## config.mk

```make
export PLATFORM = sky130hd
export DESIGN_NAME = pipeline_sequencer_flat
export DESIGN_NICKNAME = d
export VERILOG_FILES = /design/src/rtl/pipeline_sequencer_if.sv /design/src/rtl/pipeline_sequencer.sv /design/src/flat_wrapper.sv
export SDC_FILE = /design/constraint.sdc
export NUM_CORES = 1
export LEC_CHECK = 0
export ABC_AREA = 1
export BUFFER_PORTS_ARGS = -buffer_cell sky130_fd_sc_hd__buf_4
export CELL_PAD_IN_SITES_DETAIL_PLACEMENT = 0
export CELL_PAD_IN_SITES_GLOBAL_PLACEMENT = 1
export CORE_UTILIZATION = 35
export DETAILED_ROUTE_END_ITERATION = 12
export MAX_ROUTING_LAYER = met4
export PLACE_DENSITY = 0.87
export SKIP_LAST_GASP = 1
export SLEW_MARGIN = 20
export SYNTH_ARGS = -nofsm -noshare
export SYNTH_HDL_FRONTEND = slang
export SYNTH_SLANG_ARGS = --single-unit
```

## constraint.sdc

```tcl
create_clock -name clk -period 2 [get_ports clk]
set_clock_uncertainty 0.15 [all_clocks]
set_input_delay 0.1 -clock clk [delete_from_list [all_inputs] [get_ports clk]]
set_output_delay 0.1 -clock clk [all_outputs]
set_load 0.1 [all_outputs]
```

## src/rtl/pipeline_sequencer_if.sv

```systemverilog
// Host command/response channel of the pipeline sequencer.
// master = host side, slave = sequencer side.
interface pipeline_sequencer_if;
  logic        cmd_valid;
  logic        cmd_ready;
  logic [1:0]  cmd_op;
  logic [31:0] cmd_addr;
  logic [31:0] cmd_data;
  logic        rsp_valid;
  logic [31:0] rsp_data;

  modport master (
    output cmd_valid, cmd_op, cmd_addr, cmd_data,
    input  cmd_ready, rsp_valid, rsp_data
  );

  modport slave (
    input  cmd_valid, cmd_op, cmd_addr, cmd_data,
    output cmd_ready, rsp_valid, rsp_data
  );
endinterface

```

## src/rtl/pipeline_sequencer.sv

```systemverilog
// Host-side sequencer that loads, runs and inspects a pipeline core.
// Optional macro PIPELINE_SEQUENCER_CYCLE_COUNT_EN adds the run_cycles counter output.
module pipeline_sequencer #(
  parameter int READ_LAT = 1
) (
  input  logic                 clk,
  input  logic                 rst,
  pipeline_sequencer_if.slave  host,
  output logic                 busy,
  output logic                 start,
  output logic [31:0]          address,
  output logic [31:0]          instruction,
  output logic                 DataOrReg,
  output logic [31:0]          check_address,
`ifdef PIPELINE_SEQUENCER_CYCLE_COUNT_EN
  output logic [31:0]          run_cycles,
`endif
  input  logic [31:0]          value
);

  typedef enum logic [2:0] {IDLE, LOAD, RUN, PEEK, RESP} state_t;

  state_t      state;
  logic [31:0] count;

  assign busy           = (state != IDLE);
  assign host.cmd_ready = (state == IDLE) && !rst;

  // count is the RUN down-counter (0 = free run) and doubles as the PEEK latency timer
  always_ff @(posedge clk) begin
    if (rst) begin
      state         <= IDLE;
      count         <= 32'd0;
      start         <= 1'b0;
      host.rsp_valid <= 1'b0;
      host.rsp_data <= 32'd0;
      address       <= 32'd0;
      instruction   <= 32'd0;
      check_address <= 32'd0;
      DataOrReg     <= 1'b0;
    end else begin
      host.rsp_valid <= 1'b0;
      case (state)
        IDLE: begin
          if (host.cmd_valid) begin
            case (host.cmd_op)
              2'b00: begin
                address     <= host.cmd_addr;
                instruction <= host.cmd_data;
                state       <= LOAD;
              end
              2'b01: begin
                count <= host.cmd_data;
                start <= 1'b1;
                state <= RUN;
              end
              default: begin
                check_address <= host.cmd_op[0] ? host.cmd_addr
                                                : {27'd0, host.cmd_addr[4:0]};
                DataOrReg     <= host.cmd_op[0];
                count         <= 32'(READ_LAT);
                state         <= PEEK;
              end
            endcase
          end
        end
        LOAD: state <= IDLE;
        RUN: begin
          if (count == 32'd1) begin
            count <= 32'd0;
            start <= 1'b0;
            state <= IDLE;
          end else if (count != 32'd0) begin
            count <= count - 32'd1;
          end
        end
        PEEK: begin
          if (count <= 32'd1) begin
            host.rsp_data  <= value;
            host.rsp_valid <= 1'b1;
            count          <= 32'd0;
            state          <= RESP;
          end else begin
            count <= count - 32'd1;
          end
        end
        RESP:    state <= IDLE;
        default: state <= IDLE;
      endcase
    end
  end

`ifdef PIPELINE_SEQUENCER_CYCLE_COUNT_EN
  // Cleared on every RUN accept so it reports the length of the latest run
  always_ff @(posedge clk) begin
    if (rst) begin
      run_cycles <= 32'd0;
    end else if (state == IDLE && host.cmd_valid && host.cmd_op == 2'b01) begin
      run_cycles <= 32'd0;
    end else if (start && run_cycles != 32'hFFFF_FFFF) begin
      run_cycles <= run_cycles + 32'd1;
    end
  end
`endif

endmodule

```

## src/flat_wrapper.sv

```systemverilog
// flat-port wrapper written by rule: the top's interface ports become plain ports
module pipeline_sequencer_flat 
#(
  parameter int READ_LAT = 1
)
  (clk, rst, busy, start, address, instruction, DataOrReg, check_address, value, host_cmd_valid, host_cmd_op, host_cmd_addr, host_cmd_data, host_cmd_ready, host_rsp_valid, host_rsp_data);
  pipeline_sequencer_if host_i ();
  input  logic clk;
  input  logic rst;
  output logic busy;
  output logic start;
  output logic [31:0] address;
  output logic [31:0] instruction;
  output logic DataOrReg;
  output logic [31:0] check_address;
  input  logic [31:0] value;
  input wire logic [$bits(host_i.cmd_valid)-1:0] host_cmd_valid;
  input wire logic [$bits(host_i.cmd_op)-1:0] host_cmd_op;
  input wire logic [$bits(host_i.cmd_addr)-1:0] host_cmd_addr;
  input wire logic [$bits(host_i.cmd_data)-1:0] host_cmd_data;
  output wire logic [$bits(host_i.cmd_ready)-1:0] host_cmd_ready;
  output wire logic [$bits(host_i.rsp_valid)-1:0] host_rsp_valid;
  output wire logic [$bits(host_i.rsp_data)-1:0] host_rsp_data;
  assign host_i.cmd_valid = host_cmd_valid;
  assign host_i.cmd_op = host_cmd_op;
  assign host_i.cmd_addr = host_cmd_addr;
  assign host_i.cmd_data = host_cmd_data;
  assign host_cmd_ready = host_i.cmd_ready;
  assign host_rsp_valid = host_i.rsp_valid;
  assign host_rsp_data = host_i.rsp_data;
  pipeline_sequencer #(.READ_LAT(READ_LAT)) u_core (.clk(clk), .rst(rst), .host(host_i), .busy(busy), .start(start), .address(address), .instruction(instruction), .DataOrReg(DataOrReg), .check_address(check_address), .value(value));
endmodule
```

==> impl_metrics.json, run 1 <==
{
  "cts_buffers": 17,
  "grt.overflow.total": 0,
  "portBuffers": 233,
  "worst_slack_ns": 0.130,
  "clkLatencyLatePin_ns": 0.42,
  "finalPower_uw": 9860,
  "place_hpwl_um": 15500,
  "dieArea_mm2": 0.0206,
  "p_per_area_mw_per_mm2": 896,
  "synth_edf_count": 0,
  "grt_pass1_vias": 7260,
  "cts_max_level": 4,
  "placedCellCount": 1449,
  "grtUsageTotal_pct": 22.7,
  "endpoint_kind": "flop",
  "drive_above_1_share_pct": 29.0,
  "routed_wirelength_um": 22600,
  "worst-setup-path-type": "flop to flop",
  "wl_per_cell_um": 14.3,
  "grt_max_degree": 62,
  "synth_top_area_share_pct": 47.4,
  "dpl_worst_slack_ns": 0.0445,
  "final_core_util_pct": 56.1,
  "synth_largest_area_cell": "dfxtp_1",
  "cts_root_buffer": "clkbuf_16",
  "slew_headroom_pct": 70.3,
  "yosysSeqAreaShare_pct": 47.4,
  "slowest_stage": "dfxtp_2",
  "insertedDiodeCount": 0,
  "die_width_um": 144,
  "ys.flop_type": "dfxtp_1",
  "p_leak_uw": 0.00488,
  "startpoint_type": "flop",
  "drv_cap": 0,
  "synthToLayoutAreaGrowth_pct": 56.7,
  "setup_violations": 0,
  "syn-instance-count": 955,
  "syn-mean-instance-area_um2": 7.35,
  "period_share_pct": 93.5,
  "synth_nets": 1059,
  "synthDistinctLibCells": 33,
  "final_cells": 1582,
  "clock_path_buffers": 2,
  "critPathBufInv": 2,
  "fmax_mhz": 535,
  "crit_required_ns": 2.21,
  "io_pins": 234,
  "dr.pass1.iters": 4,
  "initial_core_util_pct": 35.8,
  "ys_warn_count": 0,
  "antenna_found_initial": 0,
  "crit_chain": "inv_2 > ha_2 > nand2_4 > nor2_4 > buf_4 > nand3_1 > xor2_1 > or2_2 > a21oi_1",
  "synth-seq-cells": 166,
  "hold_viol_final": 0,
  "netlist_top_cells_area": "dfxtp_1 47%, nor2_1 9.7%, a21oi_1 9.1%",
  "die_y_um": 144,
  "drc": 0,
  "slew_violations": 0,
  "critPathMaxFanout": 4,
  "setup_tns_ns": 0,
  "ant_nets": 0,
  "rows": 51,
  "crit_path_max_incr_delay_ns": 0.33,
  "clock-sinks": 166,
  "cpLargestDelayFamily": "simple AND/OR/NAND/NOR gates",
  "grt_pass1_wl_um": 35800,
  "syn_area_mm2": 0.00702,
  "min_period_ns": 1.87,
  "fillers": 1797,
  "vias": 7586,
  "drt_iter0_drc": 415,
  "cp.arrival_ns": 2.08,
  "worst_pin_slew_ns": 0.445,
  "fin_nets": 1408,
  "gp_congestion": 0.851,
  "ir_worst_vdd_mv": 0.639,
  "hold_path_class": "primary input to flop",
  "clk_pin_slew_ns": 0.07,
  "status": "complete, no violations",
  "via_per_inst": 4.80,
  "synthArstFlopShare_pct": 0,
  "cts_tree": "done",
  "coreArea_mm2": 0.0196,
  "rsz0062_at_grt": "true"
}
==> layer usage <==
layer	part of all wire (%)	wire [um]	GRT usage, %
met1	46	10400	28.7
met2	47	10600	36.1
met3	5.4	1230	4.43
met4	1.9	419	7.73
met5	0	0	-
==> layout by cell type (no fill, tap or decap), drive strengths merged <==
cell / count
a21oi: 129
xnor2: 8
o211ai: 1
dfxtp: 166
clkbuf: 18
ha: 3
nand4: 8
nand3b: 1
xor2: 14
o21ai: 97
inv: 35
nand3: 77
o21bai: 1
a41oi: 1
clkinv: 5
and2: 1
dlygate4sd3: 99
nand2: 155
nor2: 189
buf: 291
clkinvlp: 3
nor3: 5
or2: 10
==> stage by stage <==
step                      area, um^2  hold WS, ns
final                          11000       0.0260
after global routing           11000       0.0742
after CTS                      10900      0.00937
after detailed placement        9370        0.189
after global placement          9370        0.183
after floorplan                 7030       0.0849
==> state kept, by name (all words and copies together) (netlist names) <==
name	count
u_core.host.rsp_valid	1
u_core.host.rsp_data	32
u_core.state	3
u_core.address	32
u_core.check_address	32
u_core.DataOrReg	1
u_core.start	1
u_core.count	32
u_core.instruction	32
==> report_power, final <==
group | leakage [uW] | internal (uW) | switching (uW)
Clock | 0.000271 | 1650 | 1500
Combinational | 0.00325 | 1080 | 1960
Sequential | 0.00135 | 3510 | 148
==> worst register-to-register path, delay by kind of cell (launching register included) <==
kind	cells	cell delay (ns)
flip-flops	1	0.33
buffers and inverters	2	0.22
adder cells (fa/ha/maj)	1	0.20
XOR/XNOR	1	0.16
AND/OR/NAND/NOR	4	0.63
AO/OA/AOI/OAI	1	0.12
==> kinds of logic (layout without fill, tap and decap cells) <==
logic type                 count (synthesis)  count (layout)  share of synthesized area (%)
DFF                                      166             166                           47.4
adders and majority gates                  3               3                          0.535
and+or+nand+nor                          446             446                           27.2
xor gates and xnor gates                  22              22                           2.75
buffers and inverters                     89             451                           5.53
AOI/OAI and AO/OA                        229             229                           16.6
==> synthesized netlist by cell type, types with 14 or more instances <==
master	instances
inv_1	22
buf_2	17
o21ai_1	29
clkbuf_1	36
dfxtp_1	166
nand2_1	144
a21oi_1	128
o21ai_0	68
xor2_1	14
nand3_1	76
nor2_1	181
==> worst paths after layout <==
| path | cells past startpoint | start | end | slack, ns |
|---|---|---|---|---|
| setup / recovery | 9 | u_core.count[0] | u_core.count[18] | 0.13 |
| hold / removal | 7 | host_cmd_op[0] | u_core.state[1] | 0.03 |
| setup reg to reg | 9 | u_core.count[0] | u_core.count[18] | 0.13 |
| hold reg to reg | 2 | u_core.host.rsp_data[18] | u_core.host.rsp_data[18] | 0.31 |
==> what timing repair did <==
| action | CTS | global route |
|---|---|---|
| setup buffers | 0 | 2 |
| endpoints found under the hold margin | 163 | 0 |
| hold buffers | 99 | 0 |
| setup endpoints to repair | 0 | 82 |
| resized for setup | 0 | 22 |
==> cell type report <==
type                            instances  area, um^2  share of cell area (%)
Tap cell                              265         332                    3.01
Multi-Input combinational cell        700        3370                    30.7
Clock buffer                           18         429                    3.90
Sequential cell                       166        3330                    30.2
Inverter                               29         111                    1.01
Clock inverter                         14         140                    1.27
Timing Repair Buffer                  390        3290                    29.9
Power figures use the tool's default switching activity.
==> inputs of run 2 (changes only) <==
ABC_AREA = 0   (was 1)
==> run 2 against run 1 <==
The run now ends with setup timing left; first-iteration DRC count grew 8.9%; synthesized area shrank 3.3%; non-clock buffer count grew 78; power grew 11%; global-route usage grew 3.2 points; hold slack gained 0.056 ns; register-to-register slack lost 0.62 ns; final area grew 12%; die area shrank 3.3%; critical path type unchanged; largest cell class is now buffers.
==> impl_metrics.json, run 2 <==
{
  "final_cell_mix": "329 x buf_4, 209 x nand2_1, 163 x dfxtp_1, 112 x a21oi_1, 98 x dlygate4sd3_1",
  "initial_core_util_pct": 36.0,
  "violations": "setup timing",
  "p_per_area_mw_per_mm2": 888,
  "worst-setup-path-type": "flop to flop",
  "synth_commonest_cells": "267 x nand2_1, 166 x dfxtp_1, 153 x a21oi_1",
  "min_period_ns": 2.49,
  "die_width_um": 141,
  "fin_nets": 1394,
  "wl_met2_um": 12700,
  "portBuffers": 233,
  "coreArea_mm2": 0.0188,
  "syn-instance-count": 868,
  "clock_path_buffers": 2,
  "dpl_worst_slack_ns": -0.487,
  "critPathMaxFanout": 7,
  "synth_edf_count": 0,
  "vias": 7978,
  "grt_max_degree": 86,
  "slew_headroom_pct": 63.8,
  "ir_worst_vdd_mv": 0.585,
  "syn_area_mm2": 0.00678,
  "endpoint_kind": "flop",
  "wl_per_cell_um": 16.5,
  "synthDistinctLibCells": 48,
  "synth.most_common_cell": "nand2_1",
  "final_cells": 1563,
  "p_leak_uw": 0.00508,
  "slew_violations": 0,
  "cts_max_level": 4,
  "fmax_mhz": 401,
  "placedCellCount": 1403,
  "routed_wirelength_um": 25700,
  "hold_path_class": "primary input to flop",
  "synth_top_area_share_pct": 49.0,
  "place_hpwl_um": 15600,
  "multi_input_area_mm2": 0.00383,
  "setup_violations": 69,
  "fillers": 1492,
  "cts_tree": "done",
  "drt_iter0_drc": 452,
  "cts_buffers": 17,
  "wl_met3_um": 1630,
  "grt.overflow.total": 0,
  "ys_warn_count": 0,
  "m1WireLength_um": 10700,
  "synth-seq-cells": 166,
  "rsz0062_at_grt": "true",
  "synthArstFlopShare_pct": 0,
  "netlist_top_cells_area": "dfxtp_1 49%, nand2_1 15%, a21oi_1 11%",
  "layout.area.seq_mm2": 0.00333,
  "drv_cap": 0,
  "drive_above_1_share_pct": 41.7,
  "finalPower_uw": 10900,
  "period_share_pct": 125,
  "grtUsageTotal_pct": 25.9,
  "ys.flop_type": "dfxtp_1",
  "worst_slack_ns": -0.491,
  "drc": 0,
  "top_layer": "met4",
  "dieArea_mm2": 0.0199,
  "cp.arrival_ns": 2.66,
  "synth_nets": 972,
  "synth_largest_area_cell": "dfxtp_1",
  "startpoint_type": "flop",
  "insertedDiodeCount": 0,
  "via_per_inst": 5.10,
  "final_common_cell": "buf_4",
  "cts_root_buffer": "clkbuf_16",
  "dr.pass1.iters": 5,
  "grt_pass1_vias": 7976,
  "crit_required_ns": 2.17,
  "grt_pass1_wl_um": 39700,
  "die_y_um": 141,
  "clkLatencyLatePin_ns": 0.43,
  "worst_pin_slew_ns": 0.538,
  "hold_viol_final": 0,
  "antenna_found_initial": 0,
  "postPlaceCellArea_mm2": 0.00964,
  "synthToLayoutAreaGrowth_pct": 81.0,
  "setup_tns_ns": -23.48,
  "ant_nets": 0,
  "clk_pin_slew_ns": 0.08,
  "syn-mean-instance-area_um2": 7.82,
  "clock-sinks": 166,
  "final_cell_area_mm2": 0.0123,
  "gp_congestion": 0.889,
  "rows": 50,
  "io_pins": 234,
  "status": "finished with violations",
  "yosysSeqAreaShare_pct": 49.0
}
==> run 2: changes by cell type after synthesis, moves of 10 or more <==
cell,previous run,this run
o21ai_1,29,5
xor2_1,14,0
a32o_1,0,16
a21oi_1,128,153
nor2_1,181,29
a32oi_1,0,10
clkbuf_1,36,53
nand2_1,144,267
nand3_1,76,34
o32ai_1,0,16
o21ai_0,68,10
==> run 2: where the power goes <==
group / switching, uW / internal [uW] / leakage (uW)
Combinational: 2210 / 1780 / 0.00344
Clock: 1580 / 1800 / 0.000296
Sequential: 86.2 / 3450 / 0.00135
==> run 2: final timing paths <==
check / startpoint / end / slack [ns] / cells after the start
worst max register to register: u_core.count[11] / u_core.count[5] / -0.49 / 8
worst max-delay path: u_core.count[11] / u_core.count[5] / -0.49 / 8
worst min register to register: u_core.check_address[8] / u_core.check_address[8] / 0.30 / 2
worst min-delay path: rst / u_core.host.rsp_data[25] / 0.08 / 3
==> run 2: timing repair <==
item,in CTS,in global routing
pin swaps,66,60
endpoints found under the setup margin,72,70
hold buffers,98,0
cloned,8,1
hold endpoints to repair,162,0
buffers inserted,18,10
resized for setup,93,106
==> run 2: critical path, cell delays in order (launching register included) <==
cell and delay (ns):
dfxtp_2 0.32, or3_4 0.38, nand4b_1 0.25, buf_4 0.20, nor4_4 0.33, buf_4 0.18, or2b_4 0.20, o21ai_0 0.12
a32o_1 0.26
==> run 2: metal layers <==
layer | vias to the layer above | track usage (%)
met4 | 0 | 10.9
met1 | 3769 | 29.9
met3 | 50 | 5.71
li1 | 3861 | -
met2 | 298 | 43.2
met5 | - | -
==> run 2: logic make-up (layout without fill, tap and decap cells) <==
group / Yosys count / after routing / share of synthesized area, %
flops: 166 / 166 / 49.0
compound gates: 236 / 236 / 21.1
buf+inv: 82 / 516 / 4.98
fa+ha+maj: 3 / 3 / 0.553
simple gates: 381 / 382 / 24.3
==> run 2: cell type report <==
class / count / area share, %
clock inverter: 15 / 1.41
inverter: 16 / 0.489
multi-input combinational: 621 / 31.2
clock buffer: 17 / 3.47
sequential: 166 / 27.1
timing repair buffer: 468 / 33.7
tap: 260 / 2.65
==> run 2: stage by stage <==
step	hold WS, ns	util (%)
after floorplan	0.0860	-
after CTS	0.0522	63.1
final	0.0816	65.2
after detailed placement	0.206	51.2
after global routing	0.0922	65.2
after global placement	0.197	51.2
==> inputs of run 3 (changes only) <==
SKIP_CTS_REPAIR_TIMING = 1   (was default)
==> run 3 against run 2 <==
The run still ends with setup timing left; critical path depth increased by 2; sequential share of layout area up 0.60 points; power fell by 0.93%; setup slack better by 0.014 ns; global-route usage down 2.7 points; count of clock-buffer cells in the layout unchanged; clock power barely moved; sequential power barely moved; non-clock buffer count decreased by 15; first-iteration DRC count grew 23%; sequential cell count did not move; hold slack about the same; critical endpoint is now u_core.host.rsp_data[12]; largest cell class unchanged; largest power group unchanged.
==> impl_metrics.json, run 3 (synthesis results as in run 2) <==
{
  "status": "finished with violations",
  "violations": "setup timing",
  "slew_headroom_pct": 54.8,
  "finalPower_uw": 10800,
  "grtUsageTotal_pct": 23.1,
  "hold_viol_final": 0,
  "crit_required_ns": 2.21,
  "cts_max_level": 4,
  "critPathMaxFanout": 8,
  "wl_per_cell_um": 16.7,
  "place_hpwl_um": 15600,
  "worst-setup-path-type": "flop to flop",
  "hold_path_class": "primary input to flop",
  "insertedDiodeCount": 0,
  "grt_pass1_wl_um": 35600,
  "grt_pass1_vias": 7082,
  "slew_violations": 0,
  "fin_nets": 1379,
  "reg2regPathDepth": 10,
  "crit_path_frequent_cell": "buf_4",
  "clock_path_buffers": 2,
  "cp.depth": 10,
  "clock-sinks": 166,
  "grt_max_degree": 86,
  "fmax_mhz": 404,
  "portBuffers": 233,
  "ant_nets": 0,
  "crit_chain": "or3_4 > nand4b_1 > buf_4 > buf_8 > nor3_4 > buf_4 > and3_4 > clkbuf_16 > nand2_4 > a21oi_2",
  "dieArea_mm2": 0.0199,
  "dr.pass1.iters": 5,
  "die_y_um": 141,
  "routed_wirelength_um": 25900,
  "cts_buffers": 17,
  "worst_slack_ns": -0.478,
  "grt.overflow.total": 0,
  "min_period_ns": 2.48,
  "final_cell_mix": "324 x buf_4, 234 x nand2_1, 163 x dfxtp_1, 117 x a21oi_1, 99 x dlygate4sd3_1",
  "clk_pin_slew_ns": 0.08,
  "cp.arrival_ns": 2.69,
  "ir_worst_vdd_mv": 0.598,
  "die_width_um": 141,
  "worst_pin_slew_ns": 0.669,
  "fillers": 1559,
  "rows": 50,
  "via_per_inst": 5.12,
  "initial_core_util_pct": 36.0,
  "gp_congestion": 0.889,
  "endpoint_kind": "flop",
  "startpoint_type": "flop",
  "drv_cap": 0,
  "slowest_stage": "or3_4",
  "hold_ws_ns": 0.0818,
  "final_common_cell": "buf_4",
  "setup_violations": 69,
  "synthToLayoutAreaGrowth_pct": 77.1,
  "io_pins": 234,
  "final_core_util_pct": 63.8,
  "rsz0062_at_grt": "true",
  "holdPathStages": 3,
  "cts_root_buffer": "clkbuf_16",
  "drt_iter0_drc": 557,
  "drc": 0,
  "drive_above_1_share_pct": 38.7,
  "critPathBufInv": 4,
  "p_per_area_mw_per_mm2": 899,
  "cts_tree": "done",
  "cpLargestDelayFamily": "simple AND/OR/NAND/NOR gates",
  "setup_tns_ns": -27.49,
  "crit_path_max_incr_delay_ns": 0.38,
  "antenna_found_initial": 0,
  "p_leak_uw": 0.00503,
  "period_share_pct": 124,
  "coreArea_mm2": 0.0188,
  "clkLatencyLatePin_ns": 0.43,
  "vias": 7926
}
==> run 3: worst min-delay path: cells and delay by family <==
kind	cells	cell delay, ns
AND/OR/NAND/NOR	1	0.14
buffers and inverters	2	0.38
==> run 3: area by class of cell <==
class                   instances  area (um^2)  share of cell area (%)
well taps                     260          325                    2.71
clock inverters                15          173                    1.44
repair buffers                453         3980                    33.1
clock buffers                  17          425                    3.54
inverters                      16         60.1                   0.500
flip-flops and latches        166         3330                    27.7
multi-input cells             621         3720                    31.0
==> run 3: worst paths after layout <==
| check | startpoint | endpoint | slack, ns |
|---|---|---|---|
| worst min-delay path | rst | u_core.state[2] | 0.08 |
| worst max register to register | u_core.count[11] | u_core.host.rsp_data[12] | -0.48 |
| worst max-delay path | u_core.count[11] | u_core.host.rsp_data[12] | -0.48 |
| worst min register to register | u_core.check_address[8] | u_core.check_address[8] | 0.30 |
==> run 3: where the power goes <==
group	switching, uW	internal, uW	leakage [uW]
Sequential	84.4	3450	0.00135
Clock	1570	1800	0.000296
Combinational	2200	1700	0.00338
Total	3860	6940	0.00503
==> run 3: metrics by stage <==
stage               instances  cell area (um^2)  setup WS [ns]
floorplan                 868              6930         -0.436
global placement         1403              9640         -0.447
finish                   1548             12000         -0.478
CTS                      1435             10200         -0.504
detailed placement       1403              9640         -0.487
global route             1548             12000         -0.564
==> run 3: metal layers <==
layer	wire length (um)	global-route usage [%]	share of wire [%]	up-vias
li1	-	-	-	3835
met1	10900	28.5	42	3742
met2	12700	37.2	49	304
met3	1630	5.40	6.3	45
met4	627	7.72	2.4	0
met5	0	-	0	-
